$ cat src/rtl/random_arbiter.sv
// -----------------------------------------------------------------------------
// random_arbiter
//   Shares one 16-bit LFSR source (random_gen) between NUM_REQ gameplay
//   requesters. Round-robin arbitration picks one requester at a time. Each
//   grant draws LFSR words through a power-of-two mask and rejects draws above
//   the requester's inclusive limit. After MAX_RETRY rejected draws, the last
//   draw is folded back into range.
//
//   Optional feature macro: RAND_ARB_STATS_EN
//     When defined, the block adds output stat_rejects, a saturating count of
//     rejected draws.
//
// Ports
//   clk          system clock
//   rst          asynchronous reset, active-high
//   req          per-requester request level, held until ack
//   limit        inclusive upper bound; requester i uses [16*i+15:16*i]
//   rnd_get      step strobe to random_gen (high while in STEP)
//   rnd_in       current random_gen output
//   ack          one-cycle onehot pulse; rnd_out is valid for that requester
//   rnd_out      bounded random value; holds between acks
//   grant_id     index of the requester being served
//   busy         high whenever the arbiter is not idle
//   stat_rejects (RAND_ARB_STATS_EN only) saturating rejected-draw count
// -----------------------------------------------------------------------------
module random_arbiter #(
  parameter int NUM_REQ   = 4,
  parameter int MAX_RETRY = 8
) (
  input  logic                  clk,
  input  logic                  rst,
  input  logic [NUM_REQ-1:0]    req,
  input  logic [16*NUM_REQ-1:0] limit,
  output logic                  rnd_get,
  input  logic [15:0]           rnd_in,
  output logic [NUM_REQ-1:0]    ack,
  output logic [15:0]           rnd_out,
  output logic [2:0]            grant_id,
  output logic                  busy
`ifdef RAND_ARB_STATS_EN
  ,
  output logic [15:0]           stat_rejects
`endif
);

  localparam int RW = $clog2(MAX_RETRY + 1);

  typedef enum logic [1:0] {
    IDLE  = 2'd0,
    STEP  = 2'd1,
    CHECK = 2'd2
  } state_t;

  state_t             state_q, state_d;
  logic [2:0]         ptr_q, ptr_d;
  logic [2:0]         gid_q, gid_d;
  logic [15:0]        lim_q, lim_d;
  logic [15:0]        mask_q, mask_d;
  logic [15:0]        out_q, out_d;
  logic [RW-1:0]      retry_q, retry_d;
  logic [NUM_REQ-1:0] ack_q, ack_d;
  logic               busy_q;

  logic               win_found;
  logic [2:0]         win_idx;
  logic [15:0]        win_lim;
  logic               gnt_req;
  logic [NUM_REQ-1:0] gid_onehot;
  logic [15:0]        v;
  logic [RW-1:0]      retry_inc;

  // Smallest all-ones mask covering x: smear the highest set bit downward.
  function automatic logic [15:0] smear(input logic [15:0] x);
    logic [15:0] m;
    m = x;
    m = m | (m >> 1);
    m = m | (m >> 2);
    m = m | (m >> 4);
    m = m | (m >> 8);
    return m;
  endfunction

  // Round-robin search: first set request strictly after the last winner.
  always_comb begin
    win_found = 1'b0;
    win_idx   = '0;
    for (int k = 1; k <= NUM_REQ; k++) begin
      for (int i = 0; i < NUM_REQ; i++) begin
        if (!win_found && req[i] && (i == (int'(ptr_q) + k) % NUM_REQ)) begin
          win_found = 1'b1;
          win_idx   = 3'(i);
        end
      end
    end
  end

  always_comb begin
    win_lim    = '0;
    gnt_req    = 1'b0;
    gid_onehot = '0;
    for (int i = 0; i < NUM_REQ; i++) begin
      if (win_idx == 3'(i)) win_lim = limit[16*i +: 16];
      if (gid_q == 3'(i)) begin
        gnt_req       = req[i];
        gid_onehot[i] = 1'b1;
      end
    end
  end

  assign v         = rnd_in & mask_q;
  assign retry_inc = retry_q + RW'(1);

  always_comb begin
    state_d = state_q;
    ptr_d   = ptr_q;
    gid_d   = gid_q;
    lim_d   = lim_q;
    mask_d  = mask_q;
    retry_d = retry_q;
    out_d   = out_q;
    ack_d   = '0;
    case (state_q)
      IDLE: begin
        if (win_found) begin
          gid_d   = win_idx;
          ptr_d   = win_idx;
          lim_d   = win_lim;
          mask_d  = smear(win_lim);
          retry_d = '0;
          state_d = STEP;
        end
      end
      STEP: begin
        // The LFSR step at this edge happens whether or not the grant survives.
        state_d = gnt_req ? CHECK : IDLE;
      end
      CHECK: begin
        if (!gnt_req) begin
          state_d = IDLE;
        end else if (v <= lim_q) begin
          out_d   = v;
          ack_d   = gid_onehot;
          state_d = IDLE;
        end else if (retry_inc != RW'(MAX_RETRY)) begin
          retry_d = retry_inc;
          state_d = STEP;
        end else begin
          // v > lim_q here, so lim_q < 0xFFFF and the subtraction lands in range.
          out_d   = v - (lim_q + 16'd1);
          ack_d   = gid_onehot;
          state_d = IDLE;
        end
      end
      default: state_d = IDLE;
    endcase
  end

  always_ff @(posedge clk or posedge rst) begin
    if (rst) begin
      state_q <= IDLE;
      ptr_q   <= 3'(NUM_REQ - 1);
      gid_q   <= '0;
      lim_q   <= '0;
      mask_q  <= '0;
      retry_q <= '0;
      out_q   <= '0;
      ack_q   <= '0;
      busy_q  <= 1'b0;
    end else begin
      state_q <= state_d;
      ptr_q   <= ptr_d;
      gid_q   <= gid_d;
      lim_q   <= lim_d;
      mask_q  <= mask_d;
      retry_q <= retry_d;
      out_q   <= out_d;
      ack_q   <= ack_d;
      busy_q  <= (state_d != IDLE);
    end
  end

  assign rnd_get  = (state_q == STEP);
  assign ack      = ack_q;
  assign rnd_out  = out_q;
  assign grant_id = gid_q;
  assign busy     = busy_q;

`ifdef RAND_ARB_STATS_EN
  logic [15:0] rej_q;
  logic        rej_inc;

  // Counts every rejected draw, including the final draw that gets folded.
  assign rej_inc = (state_q == CHECK) && gnt_req && (v > lim_q);

  always_ff @(posedge clk or posedge rst) begin
    if (rst) begin
      rej_q <= '0;
    end else if (rej_inc && (rej_q != 16'hFFFF)) begin
      rej_q <= rej_q + 16'd1;
    end
  end

  assign stat_rejects = rej_q;
`endif

endmodule
$ cat config.mk
export PLATFORM = sky130hd
export DESIGN_NAME = random_arbiter
export DESIGN_NICKNAME = d
export VERILOG_FILES = /design/src/rtl/random_arbiter.sv
export SDC_FILE = /design/constraint.sdc
export NUM_CORES = 1
export LEC_CHECK = 0
export ABC_AREA = 1
export BUFFER_PORTS_ARGS = -buffer_cell sky130_fd_sc_hd__clkbuf_2
export CAP_MARGIN = 20
export CORE_ASPECT_RATIO = 0.5
export CORE_MARGIN = 3
export CORE_UTILIZATION = 56
export CTS_BUF_LIST = sky130_fd_sc_hd__clkbuf_4
export CTS_CLUSTER_SIZE = 12
export DETAILED_ROUTE_END_ITERATION = 12
export GPL_ROUTABILITY_DRIVEN = 0
export PLACE_DENSITY = 0.84
export SKIP_CTS_REPAIR_TIMING = 1
export SLEW_MARGIN = 30
export SYNTH_ARGS = -nofsm -noshare
export SYNTH_HDL_FRONTEND = slang
export SYNTH_SLANG_ARGS = --single-unit
$ cat constraint.sdc
create_clock -name clk -period 3.2 [get_ports clk]
set_clock_uncertainty 0.1 [all_clocks]
set_input_delay 0.16 -clock clk [delete_from_list [all_inputs] [get_ports clk]]
set_output_delay 0.16 -clock clk [all_outputs]
set_load 0.03 [all_outputs]
After elaboration in Yosys (flattened, before gate mapping)
Cells that the tools add are included.
{"block": "word_totals", "register_bits": 64, "out_inout_bits": 25, "wordCells": 174}
{"block": "classes", "add_sub_neg": 7, "magnitude_cmp": 1, "n_eq_ne": 26, "n_mux": 60, "n_bitwise": 9, "n_reduce_logical": 62}
{"cell": "$logic_not 32->1", "count": 4}
{"cell": "$mux 16", "count": 6}
{"cell": "$mux 3", "count": 12}
{"cell": "$mux 4", "count": 8}
{"cell": "$logic_and 1x1->1", "count": 31}
{"cell": "$mux 1", "count": 28}
{"cell": "$eq 3x3->1 const A", "count": 8}
{"cell": "$add 16x1->16 const B", "count": 1}
{"cell": "$and 16x16->16", "count": 1}
{"cell": "$le 16x16->1", "count": 1}
{"cell": "$or 16x12->16", "count": 1}
{"cell": "$or 16x14->16", "count": 1}
{"cell": "$or 16x15->16", "count": 1}
{"cell": "$or 16x8->16", "count": 1}
{"cell": "$sub 16x16->16", "count": 1}
{"cell": "$logic_not 1->1", "count": 15}
{"cell": "$eq 2x3->1 const A", "count": 4}
{"cell": "$eq 3x2->1 const B", "count": 4}
{"cell": "$ne 2x2->1 const B", "count": 5}
{"cell": "$mux 2", "count": 4}
{"cell": "$pmux 4 s2", "count": 1}
{"cell": "$reduce_or 2->1", "count": 4}
{"cell": "$eq 3x1->1 const B", "count": 2}
{"cell": "$logic_not 3->1", "count": 2}
{"cell": "other kinds (13)", "count": 19}

Logic depth before layout (Yosys ltp)
Gate-level depths: netlist of run 1.
{"block": "logic_depth", "depth_word": 75, "depth_mapped": 22}

Least setup slack after synthesis of run 1
Ideal clock, no wire load.
{"block": "synth_timing", "path_kind": "flip-flop to flip-flop", "from": "register mask_q[13]", "to": "register out_q[15], in the netlist rnd_out[15]", "setup_ps": 124, "arrival_ps": 2606, "t_required_ps": 2976, "setup_slack_ps": 370, "stages_incl_launch_ff": 17, "n_path_buf": 1, "period_less_slack_ps": 2830, "path_cell_list": "dfrtp_1 nand2_1 inv_1 ha_1 nand2_1 nor3_1 nor3b_1 o21ai_0 nand3_1 nand2_1 inv_1 nand2_1 nand2_1 clkinv_1 clkbuf_1 o211ai_1 nand2_1"}
{"block": "synth_via", "elab_chain_len": 4, "elab_cells_between_ends": 7, "cone_classes": "add/sub: 1; order compare: 1; eq/ne: 1; mux: 2; bitwise: 1; reduce/logical: 1"}
{"item": "from (decl)", "line_no": "58", "source": "logic [15:0] mask_q, mask_d;"}
{"item": "from (signal assigned)", "line_no": "174", "source": "mask_q <= mask_d;"}
{"item": "$and 16x16->16 *", "line_no": "110", "source": "assign v = rnd_in & mask_q;"}
{"item": "$le 16x16->1 / $sub 16x16->16 (equally long branches)", "line_no": "140, 149"}
{"item": "$ne 2x2->1 (no source line) / $mux 16 (equally long branches)"}
{"item": "$reduce_and 3->1 (no source line) / $mux 16 (equally long branches)"}
{"item": "to (signal assigned)", "line_no": "176", "source": "out_q <= out_d;"}
{"item": "to (decl)", "line_no": "59", "source": "logic [15:0] out_q, out_d;"}
Mark *: on every way between the ends. The rest lies on a longest branch, timed or not. The select of a mux whose other input is x is not followed.
A chain may end at the register's enable or synchronous reset.

Final worst setup path of run 1
{"block": "layout_timing", "from": "register ptr_q[0]", "to": "register mask_q[4]"}
{"block": "layout_via", "elab_chain_len": 75, "elab_cells_between_ends": 118, "cone_classes": "add/sub: 4; eq/ne: 15; mux: 35; bitwise: 8; reduce/logical: 56"}
{"item": "from (decl)", "line_no": "55", "source": "logic [2:0] ptr_q, ptr_d;"}
{"item": "from (signal assigned)", "line_no": "161", "source": "ptr_q <= 3'(NUM_REQ - 1);"}
{"item": "from (signal assigned)", "line_no": "171", "source": "ptr_q <= ptr_d;"}
{"item": "$add 2x1->2", "line_no": "89", "source": "if (!win_found && req[i] && (i == (int'(ptr_q) + k) % NUM_REQ)) begin"}
{"item": "$reduce_or 2->1 (no source line)"}
{"item": "$and 1x1->1 (no source line)"}
{"item": "$logic_not 32->1", "line_no": "89"}
{"item": "$logic_and 1x1->1", "line_no": "89"}
{"item": "$mux 1", "line_no": "89"}
{"item": "$logic_not 1->1", "line_no": "89"}
{"item": "$logic_and 1x1->1 (2 in series)", "line_no": "89"}
{"item": "[... 54 more ...]"}
{"item": "$logic_and 1x1->1 (2 in series)", "line_no": "89"}
{"item": "$mux 3", "line_no": "89"}
{"item": "$logic_not 3->1", "line_no": "102", "source": "if (win_idx == 3'(i)) win_lim = limit[16*i +: 16];"}
{"item": "$mux 16 (4 in series)", "line_no": "102"}
{"item": "$or 16x15->16", "line_no": "76", "source": "m = m | (m >> 1);"}
{"item": "$or 16x14->16", "line_no": "77", "source": "m = m | (m >> 2);"}
{"item": "$or 16x12->16", "line_no": "78", "source": "m = m | (m >> 4);"}
{"item": "$or 16x8->16", "line_no": "79", "source": "m = m | (m >> 8);"}
Parallel ways exist; a longest one is shown, timed or not.

==> summary.md, run 1 <==
| Metric | Value |
|---|---|
| Status | complete, but fails checks |
| Failing checks | hold timing |
| Multi-input gate area | roughly 0.0025 sq mm |
| Gr ovfl total | 0 |
| Pre-CTS setup slack | 65.3 ps |
| Fin util | 73.9% |
| Pin count of the biggest net entering global routing | 33 |
| Cells after DPL | 843 |
| Netlist cell types | 40 |
| Post-synth top area cell | dfrtp_1 |
| Vias in the first global route | 4028 |
| Worst-path clk slew | roughly 120 ps |
| CP dominant cell by count | nand2_1 |
| Peak Freq | 329 MHz |
| Worst endpoint required time | roughly 3400 ps |
| Tightest Pin Transition | around 670 ps |
| Final Cell Area | 0.00551 sq mm |
| Layout area overhead | 25.6% |
| CP Class | reg2reg |
| DRT iter0 DRCs | 381 |
| Top FF cell, synth | dfrtp_1 |
| WL/cell | around 14 microns |
| Top delay family on crit path | simple AND/OR/NAND/NOR gates |
| Number of cells in the finished layout apart from fillers | a little under 900 |
| Ys Warns | 0 |
| Critical path fanouts, max | 12 |
| Min-Delay Path Class | in2reg |
| PwrDens | around 1200 mW/mm^2 |
| Logic pwr share | 70.1% |
| Htree depth | 3 |
| Total chip power | 6.65 mW |
| Final worst path period share | 95.1% |
| Final nets | between 800 and 900 |
| Clk pwr share | about a tenth |
| DR pass1 iterations | 5 |
| Synth async-reset ratio | 100% |
| DR DRC count | 0 |
| TritonCTS Buffers | 9 |
| Sw frac | 53.8% |
| DIE AREA | 0.00900 sq mm |
| Reg-to-reg endpoint | mask_q[4]$_DFFE_PP0P_ |
| TritonCTS clock tree | done |
| Seq. cell area | 0.00155 sq mm |
| P_sw | 3.58 mW |
| Worst slew margin | 55.4% |
| Final WS setup | 158 ps |
| P_leak | 2.98 nW |
| Ant diodes | 0 |
| First-pass GRT wire length | 18500 microns |
| Crit-path cells | nor2_1 -> nand2_1 -> nand2_1 -> nor2_4 -> nand4_4 -> nor2_4 -> nand4_4 -> nor3_4 -> nand4_4 -> buf_12 -> nand4_1 -> nand3_1 -> nor2_2 -> nand2_2 -> nor2_4 -> nand3_1 -> nand2_1 -> nand2_1 |
| Post-Syn Instances | 633 |
| Unrepaired setup endpoints after global routing | yes |
| Hold EP | rnd_out[2]$_DFFE_PP0P_ |
| Sequential share of the synthesized area | 35.4% |
| Root Driver | clkbuf_4 |
| # IOs | 111 |
| Setup TNS | 0 ps |
| Startpoint types | flip-flop |
| Die height | approximately 69 microns |
| Share of layout cells above drive strength 1 | 25.6% |
| Synth area leaders | dfrtp_1 34%, nand2_1 12%, inv_1 7.4%, nand4_1 6.6%, nor2_1 6.5% |
| CTS Buffer Depth | 2 |
| Core ar. | 0.00746 sq mm |
| R2r setup slk | 160 ps |
| Min Tclk post-route | 3040 ps |
| Max Slew Vio Count | 0 |
| Syn Area/Cell | 6.93 sq um |
| Fin Hold WS | -32.2 ps |
| Crit-path slowest cell | dfstp_2 |
| Yosys top cell area share | roughly 34% |
| Hold_sp | rnd_in[2] |
| Post-synth EDFFs | 0 |
| Crit. End Element | flip-flop |
| # setup viols final | 0 |
| Hold Fails Final Rpt | 2 |
| Total routing usage reported by global routing | 25.7% |
| Synth cell count leaders | 142 x nand2_1, 87 x inv_1, 76 x nor2_1 |
| CP arrival | 3290 ps |
| Reg power frac | 20.0% |
| Antenna violations before repair | 0 |
| Syn_nets | 738 |
| Max VDD drop | 0.752 mV |
| Worst skew pair latency | 440 ps |
| Clock Sinks | 62 |
| P_int | 3.07 mW |
| Reg2Reg Launch Point | ptr_q[0]$_DFFE_PP1P_ |
| Die W | around 130 microns |
| Number of buffers and inverters on the critical path | 1 |
| Post-route ant nets | 0 |
| Total wire length | 12200 microns |
| Fill cell total of the finished layout | approximately 590 |
| Via count | 4706 |
| R2R depth | 18 |
| DP Wirelength | 9240 microns |
| Leading cell type by number of instances after synthesis | nand2_1 |
| Max-Cap Viols | 0 |
| Buffers on Ports | 109 |
| Synthesized flop and latch total | 62 |
| Hold Path Depth | 5 |
| Initial Util | 58.8% |
| CP max stage delay | 590 ps |
| Placed inst area | 0.00506 sq mm |
| Via-to-Cell Ratio | 5.38 |
| # rows | 22 |
| Mapped Area | 0.00439 sq mm |
power by group through the flow:
stage	Combinational [mW]	Clock [mW]	Sequential (mW)
floorplan	3.04	0	1.54
global placement	4.10	0	1.33
detailed placement	4.19	0	1.35
CTS	4.22	0.675	1.33
global route	5.20	0.713	1.37
finish	4.66	0.661	1.33
kinds of logic after synthesis:
kind of cell	synth area share, %
xor+xnor	2.20
fa+ha+maj	5.59
buf+inv	10.5
flops	35.4
compound gates	10.3
other cells	0.0855
simple gates	35.9
worst max-delay path by stage:
stage                                 startpoint                       to  slack (ps)  cells past startpoint
after floorplan           mask_q[13]$_DFFE_PP0P_  rnd_out[15]$_DFFE_PP0P_         370                     16
after global placement      ptr_q[0]$_DFFE_PP1P_    mask_q[5]$_DFFE_PP0P_         160                     21
after detailed placement    ptr_q[0]$_DFFE_PP1P_    mask_q[5]$_DFFE_PP0P_          70                     21
after CTS                   ptr_q[0]$_DFFE_PP1P_    mask_q[5]$_DFFE_PP0P_          30                     21
after global routing        ptr_q[1]$_DFFE_PP1P_    mask_q[0]$_DFFE_PP0P_        -110                     18
final                       ptr_q[0]$_DFFE_PP1P_    mask_q[4]$_DFFE_PP0P_         160                     18
cell type report:
| class | count | area share (%) |
|---|---|---|
| Inverter | 91 | 6.24 |
| Tap cell | 108 | 2.45 |
| Clock buffer | 9 | 1.23 |
| Sequential cell | 62 | 28.2 |
| Clock inverter | 7 | 1.91 |
| Timing Repair Buffer | 139 | 14.9 |
| Multi-Input combinational cell | 458 | 45.1 |
flip-flops by register name, summed over array words and instances (netlist names), 2 cells and up:
register and flops:
grant_id 2, rnd_out 16, state_q 2, ack 4
mask_q 15, lim_q 16, retry_q 4, ptr_q 2
per-layer routing:
layer | vias up | wire length [microns] | GRT usage [%]
li1 | 2333 | - | -
met1 | 2147 | 5340 | 33.5
met2 | 202 | 5620 | 43.4
met3 | 24 | 1070 | 7.39
met4 | 0 | 173 | 6.81
met5 | - | 0 | 0
tightest hold or removal path, delay by kind of cell:
kind                   cells  cell delay [ps]
buffers and inverters      2              130
and+or+nand+nor            2              110
AOI/OAI and AO/OA          1               70
cell usage in the layout, fill, tap and decap left out, types with 2 or more instances in the layout:
master and n:
a21boi_0 2, a21oi_1 22, a31oi_1 8, buf_4 21, buf_6 2, bufinv_16 2
clkbuf_2 109, clkbuf_4 9, dfrtp_1 60, dfstp_2 2, dlygate4sd3_1 5, ha_1 18
inv_1 85, inv_2 4, inv_6 2, nand2_1 138, nand2_2 9, nand2_4 3
nand3_1 43, nand3_2 2, nand4_1 46, nand4_4 3, nor2_1 68, nor2_2 9
nor2_4 7, nor3_1 8, o21ai_0 43, o22ai_1 2, or2_2 3, xnor2_1 3
xor2_1 8
(Power assumes the default switching activity.)
==> inputs of run 2 (changes only) <==
--- a/config.mk
+++ b/config.mk
@@ -15,7 +15,7 @@
 export CTS_CLUSTER_SIZE = 12
 export DETAILED_ROUTE_END_ITERATION = 12
 export GPL_ROUTABILITY_DRIVEN = 0
-export PLACE_DENSITY = 0.84
+export PLACE_DENSITY_LB_ADDON = 0.05
 export SKIP_CTS_REPAIR_TIMING = 1
 export SLEW_MARGIN = 30
 export SYNTH_ARGS = -nofsm -noshare
==> run 2 against run 1 <==
Compared with the run above: the flow still finishes with violations (hold timing); critical path depth is the same; count of clock-buffer cells in the layout unchanged; final cell count down 0.92%; register-to-register slack barely moved; maximum frequency shrank 0.25%; global-route usage increased by 0.50 points; sequential share of layout area rose by 0.17 points; combinational power is 2% lower; core utilization decreased by 0.45 points; power is 0.37% lower; critical endpoint is now mask_q[0]$_DFFE_PP0P_; largest cell class unchanged; highest routed layer unchanged.
==> summary.md, run 2 (synthesized netlist as in run 1, its figures left out) <==
| Metric | Value |
|---|---|
| Status | complete, but fails checks |
| Failing checks | hold timing |
| Layout area overhead | 24.8% |
| Final WS setup | 150 ps |
| # rows | 22 |
| CP Class | reg2reg |
| Worst skew pair latency | 430 ps |
| Crit-path cells | inv_1 -> nand3_1 -> nand2_2 -> nor2_4 -> nand4_4 -> nor2_4 -> nand4_4 -> nor3_4 -> nand4_4 -> buf_8 -> nand4_1 -> nand3_1 -> nor2_2 -> nand2_2 -> nor2_4 -> nand3_1 -> nand2_1 -> nand2_1 |
| Hold Fails Final Rpt | 6 |
| First-pass GRT wire length | 18700 microns |
| R2R depth | 18 |
| DIE AREA | 0.00900 sq mm |
| Min Tclk post-route | 3050 ps |
| Min-Delay Path Class | in2reg |
| # setup viols final | 0 |
| Core ar. | 0.00746 sq mm |
| Die height | 68.6 microns |
| Startpoint types | flip-flop |
| Initial Util | 58.8% |
| TritonCTS clock tree | done |
| Placed inst area | between 0.005 and 0.006 sq mm |
| Clock Sinks | 62 |
| Max VDD drop | 0.597 mV |
| CTS Buffer Depth | 2 |
| # IOs | 111 |
| Critical Path End | mask_q[0]$_DFFE_PP0P_ |
| Pre-CTS setup slack | between 60 and 70 ps |
| Fill cell total of the finished layout | slightly above 600 |
| Reg2Reg Launch Point | ptr_q[1]$_DFFE_PP1P_ |
| Vias in the first global route | 3981 |
| Via count | between 4000 and 5000 |
| Total chip power | 6.63 mW |
| TritonCTS Buffers | 9 |
| Total routing usage reported by global routing | 26.2% |
| DR DRC count | 0 |
| Crit-path slowest cell | dfstp_2 |
| CP Launch Point | ptr_q[1]$_DFFE_PP1P_ |
| Htree depth | 3 |
| Die W | approximately 130 microns |
| Root Driver | clkbuf_4 |
| Top delay family on crit path | simple AND/OR/NAND/NOR gates |
| Worst slew margin | 64.0% |
| WL/cell | 13.9 microns |
| PwrDens | between 1000 and 1500 mW/mm^2 |
| Fin util | 73.4% |
| Final Cell Area | 0.00548 sq mm |
| Tightest Pin Transition | 539 ps |
| Worst endpoint required time | about 3400 ps |
| Number of buffers and inverters on the critical path | 2 |
| Critical path fanouts, max | 28 |
| Ant diodes | 0 |
| Seq. cell area | 0.00155 sq mm |
| Via-to-Cell Ratio | 5.36 |
| Max-Cap Viols | 0 |
| Share of layout cells above drive strength 1 | between 20% and 30% |
| Worst-path clk slew | 120 ps |
| P_leak | 2.96 nW |
| Final worst path period share | between 90% and 100% |
| Gr ovfl total | 0 |
| Peak Freq | 328 MHz |
| Commonest cells after routing, fill and taps aside | 141 x nand2_1, 109 x clkbuf_2, 86 x inv_1 |
| Setup TNS | 0 ps |
| Pin count of the biggest net entering global routing | 32 |
| R2r setup slk | 150 ps |
| Crit path depth | 18 |
| Antenna violations before repair | 0 |
| DRT iter0 DRCs | 358 |
| Crit. End Element | flip-flop |
| Max Slew Vio Count | 0 |
| Final nets | roughly 860 |
| Post-route ant nets | 0 |
| Multi-input gate area | 0.00250 sq mm |
| DP Wirelength | 9250 microns |
| Fin Hold WS | -19.3 ps |
| Most common cell after layout, fill and taps aside | nand2_1 |
| CP arrival | ~3300 ps |
| CP max stage delay | 590 ps |
| Reg-to-reg endpoint | mask_q[0]$_DFFE_PP0P_ |
| Total wire length | around 12000 microns |
| Buffers on Ports | around 110 |
| DR pass1 iterations | 5 |
[run 2: layout make-up]
class	count	area share [%]
clock inverter	7	2.22
multi-input combinational	458	45.6
timing repair buffer	131	13.8
tap	108	2.47
inverter	91	6.28
sequential	62	28.4
clock buffer	9	1.23
[run 2: power by group]
part | internal (mW) | switching [mW]
Combinational | 1.57 | 3.01
Clock | 0.399 | 0.322
Sequential | 1.14 | 0.196
Total | 3.11 | 3.52
[run 2: worst min-delay path by stage]
stage | cells after the start | from | slack [ps] | to
after floorplan | 4 | rnd_in[7] | 290 | rnd_out[7]$_DFFE_PP0P_
after global placement | 2 | rst | 120 | rnd_out[13]$_DFFE_PP0P_
after detailed placement | 2 | rst | 120 | rnd_out[13]$_DFFE_PP0P_
after CTS | 2 | rst | -350 | rnd_out[13]$_DFFE_PP0P_
after global routing | 5 | rnd_in[4] | 2 | rnd_out[4]$_DFFE_PP0P_
final | 5 | rnd_in[8] | -20 | rnd_out[8]$_DFFE_PP0P_
[run 2: per-layer routing]
metal	global-route usage (%)	up-vias	wire, microns
li1	-	2320	-
met1	38.4	2107	5800
met2	40.3	191	5200
met3	4.93	23	847
met4	7.46	0	189
met5	0	-	0
[run 2: worst reg2reg max path, delay by kind of cell (launching register included)]
kind	cells	cell delay, ps
buf+inv	2	290
flops	1	590
simple gates	16	1970
[run 2: stage by stage]
stage               cells  hold WS, ps
CTS                   858         -355
detailed placement    842          117
global route          866         2.28
global placement      842          115
floorplan             633          290
finish                866        -19.3
==> inputs of run 3 (changes only) <==
--- a/config.mk
+++ b/config.mk
@@ -10,8 +10,8 @@
 export CAP_MARGIN = 20
 export CORE_ASPECT_RATIO = 0.5
 export CORE_MARGIN = 3
-export CORE_UTILIZATION = 56
-export CTS_BUF_LIST = sky130_fd_sc_hd__clkbuf_4
+export CORE_UTILIZATION = 54
+export CTS_BUF_LIST = sky130_fd_sc_hd__clkbuf_16
 export CTS_CLUSTER_SIZE = 12
 export DETAILED_ROUTE_END_ITERATION = 12
 export GPL_ROUTABILITY_DRIVEN = 0
==> run 3 against run 2 <==
Compared with the run above: the flow finishes with violations (setup timing); global-route usage fell by 0.18 points; worst setup slack got worse by 180 ps; final area rose by 4.8%; highest routed layer unchanged; largest power group unchanged; sequential cell count did not move; clock power rose by 58%; maximum frequency fell by 5.5%; largest cell class unchanged; hold slack improved by 120 ps; final cell count rose by 1.4%; wire length rose by 5.7%; sequential power barely moved; register-to-register slack got worse by 180 ps.
==> summary.md, run 3 (synthesized netlist as in run 1, its figures left out) <==
| Metric | Value |
|---|---|
| Tightest Pin Transition | 764 ps |
| DRT iter0 DRCs | ~400 |
| TritonCTS Buffers | 9 |
| CP Class | reg2reg |
| Gr ovfl total | 0 |
| Antenna violations before repair | 0 |
| Worst skew pair latency | 330 ps |
| Reg2Reg Launch Point | ptr_q[1]$_DFFE_PP1P_ |
| TritonCTS clock tree | done |
| Hold Path Depth | 5 |
| Max VDD drop | 0.674 mV |
| P_leak | 3.07 nW |
| CTS Buffer Depth | 2 |
| First-pass GRT wire length | 19600 microns |
| Fin Hold WS | 96.1 ps |
| Peak Freq | roughly 310 MHz |
| Startpoint types | flip-flop |
| CP arrival | 3350 ps |
| Htree depth | 3 |
| Hold EP | rnd_out[4]$_DFFE_PP0P_ |
| Crit. End Element | flip-flop |
| Critical path fanouts, max | 9 |
| Initial Util | 57.8% |
| Post-route ant nets | 0 |
| Most common cell after layout, fill and taps aside | nand2_1 |
| Final worst path period share | 101% |
| Via count | about 4800 |
| Failing checks | setup timing |
| Via-to-Cell Ratio | 5.44 |
| Worst slew margin | between 40% and 50% |
| PwrDens | ~1300 mW/mm^2 |
| Status | complete, but fails checks |
| Reg-to-reg endpoint | mask_q[7]$_DFFE_PP0P_ |
| Ant diodes | 0 |
| Hold_sp | rnd_in[4] |
| Die height | 69.7 microns |
| Final WS setup | -27.2 ps |
| Total wire length | 12700 microns |
| Clock Sinks | 62 |
| R2R depth | 16 |
| DP Wirelength | slightly above 9000 microns |
| Worst-path clk slew | 60 ps |
| Final nets | 870 |
| Commonest cells after routing, fill and taps aside | 136 x nand2_1, 109 x clkbuf_2, 83 x inv_1 |
| # IOs | between 100 and 150 |
| DIE AREA | 0.00931 sq mm |
| Fin util | approximately 76% |
| Layout area overhead | 30.8% |
| Vias in the first global route | 4211 |
| Die W | 133 microns |
| WL/cell | 14.5 microns |
| Max Slew Vio Count | 0 |
| Min Tclk post-route | 3230 ps |
| Unrepaired setup endpoints after global routing | yes |
| Max-Cap Viols | 0 |
| Share of layout cells above drive strength 1 | 28.4% |
| DR DRC count | 0 |
| Pin count of the biggest net entering global routing | 46 |
| Min-Delay Path Class | in2reg |
| Buffers on Ports | 109 |
| Core ar. | 0.00760 sq mm |
| # setup viols final | 1 |
| Hold Fails Final Rpt | 0 |
| Worst endpoint required time | ~3300 ps |
| R2r setup slk | -30 ps |
| Root Driver | clkbuf_16 |
| Total routing usage reported by global routing | 26.0% |
| # rows | 22 |
| DR pass1 iterations | 5 |
## run 3: how the worst max path moves through the flow
stage                      startpoint                 endpoint  slack [ps]  cells after the start
2_1_floorplan  mask_q[13]$_DFFE_PP0P_  rnd_out[15]$_DFFE_PP0P_         370                     16
3_3_place_gp     ptr_q[0]$_DFFE_PP1P_    mask_q[0]$_DFFE_PP0P_         140                     19
3_5_place_dp     ptr_q[1]$_DFFE_PP1P_    mask_q[0]$_DFFE_PP0P_          60                     20
4_1_cts          ptr_q[1]$_DFFE_PP1P_    mask_q[0]$_DFFE_PP0P_          40                     20
5_1_grt          ptr_q[1]$_DFFE_PP1P_    mask_q[2]$_DFFE_PP0P_        -160                     19
6_report         ptr_q[1]$_DFFE_PP1P_    mask_q[7]$_DFFE_PP0P_         -30                     16
## run 3: power breakdown
part           internal (mW)  switching [mW]
sequential              1.14           0.211
clock                  0.764           0.374
combinational           1.68            3.12
## run 3: per-stage QoR
step	TNS, ps	cells	setup slack [ps]	cell area (sq um)	total power, mW
floorplan	0	633	370	4390	4.57
global placement	0	843	144	5060	5.44
detailed placement	0	843	57.5	5060	5.52
CTS	0	859	43.4	5410	6.71
global route	-1740	878	-157	5740	7.94
finish	-27.2	878	-27.2	5740	7.29
## run 3: layout make-up
| cell class | instances | area [sq um] |
|---|---|---|
| Multi-Input combinational cell | 459 | 2540 |
| Fill cell | 617 | 1860 |
| Sequential cell | 62 | 1550 |
| Timing Repair Buffer | 142 | 812 |
| Inverter | 91 | 354 |
| Clock buffer | 9 | 225 |
| Tap cell | 108 | 135 |
| Clock inverter | 7 | 121 |
## run 3: critical path, cell delays in order, from the launching register on
cell	delay, ps
dfstp_2	600
inv_2	80
nand3_2	80
nand2_2	80
nor2_4	130
nand4_4	120
nor2_4	140
nand4_4	110
nor3_4	330
buf_4	170
nand3_1	80
o21ai_2	240
clkinvlp_4	270
buf_6	210
or2_2	260
nand2_1	70
inv_1	40
## run 3: metal layers
metal	global-route usage [%]	up-vias	share of wire [%]
li1	-	2345	-
met2	38.3	228	43
met5	0	-	0
met3	6.74	18	10
met4	5.36	0	1.0
met1	38.7	2189	45
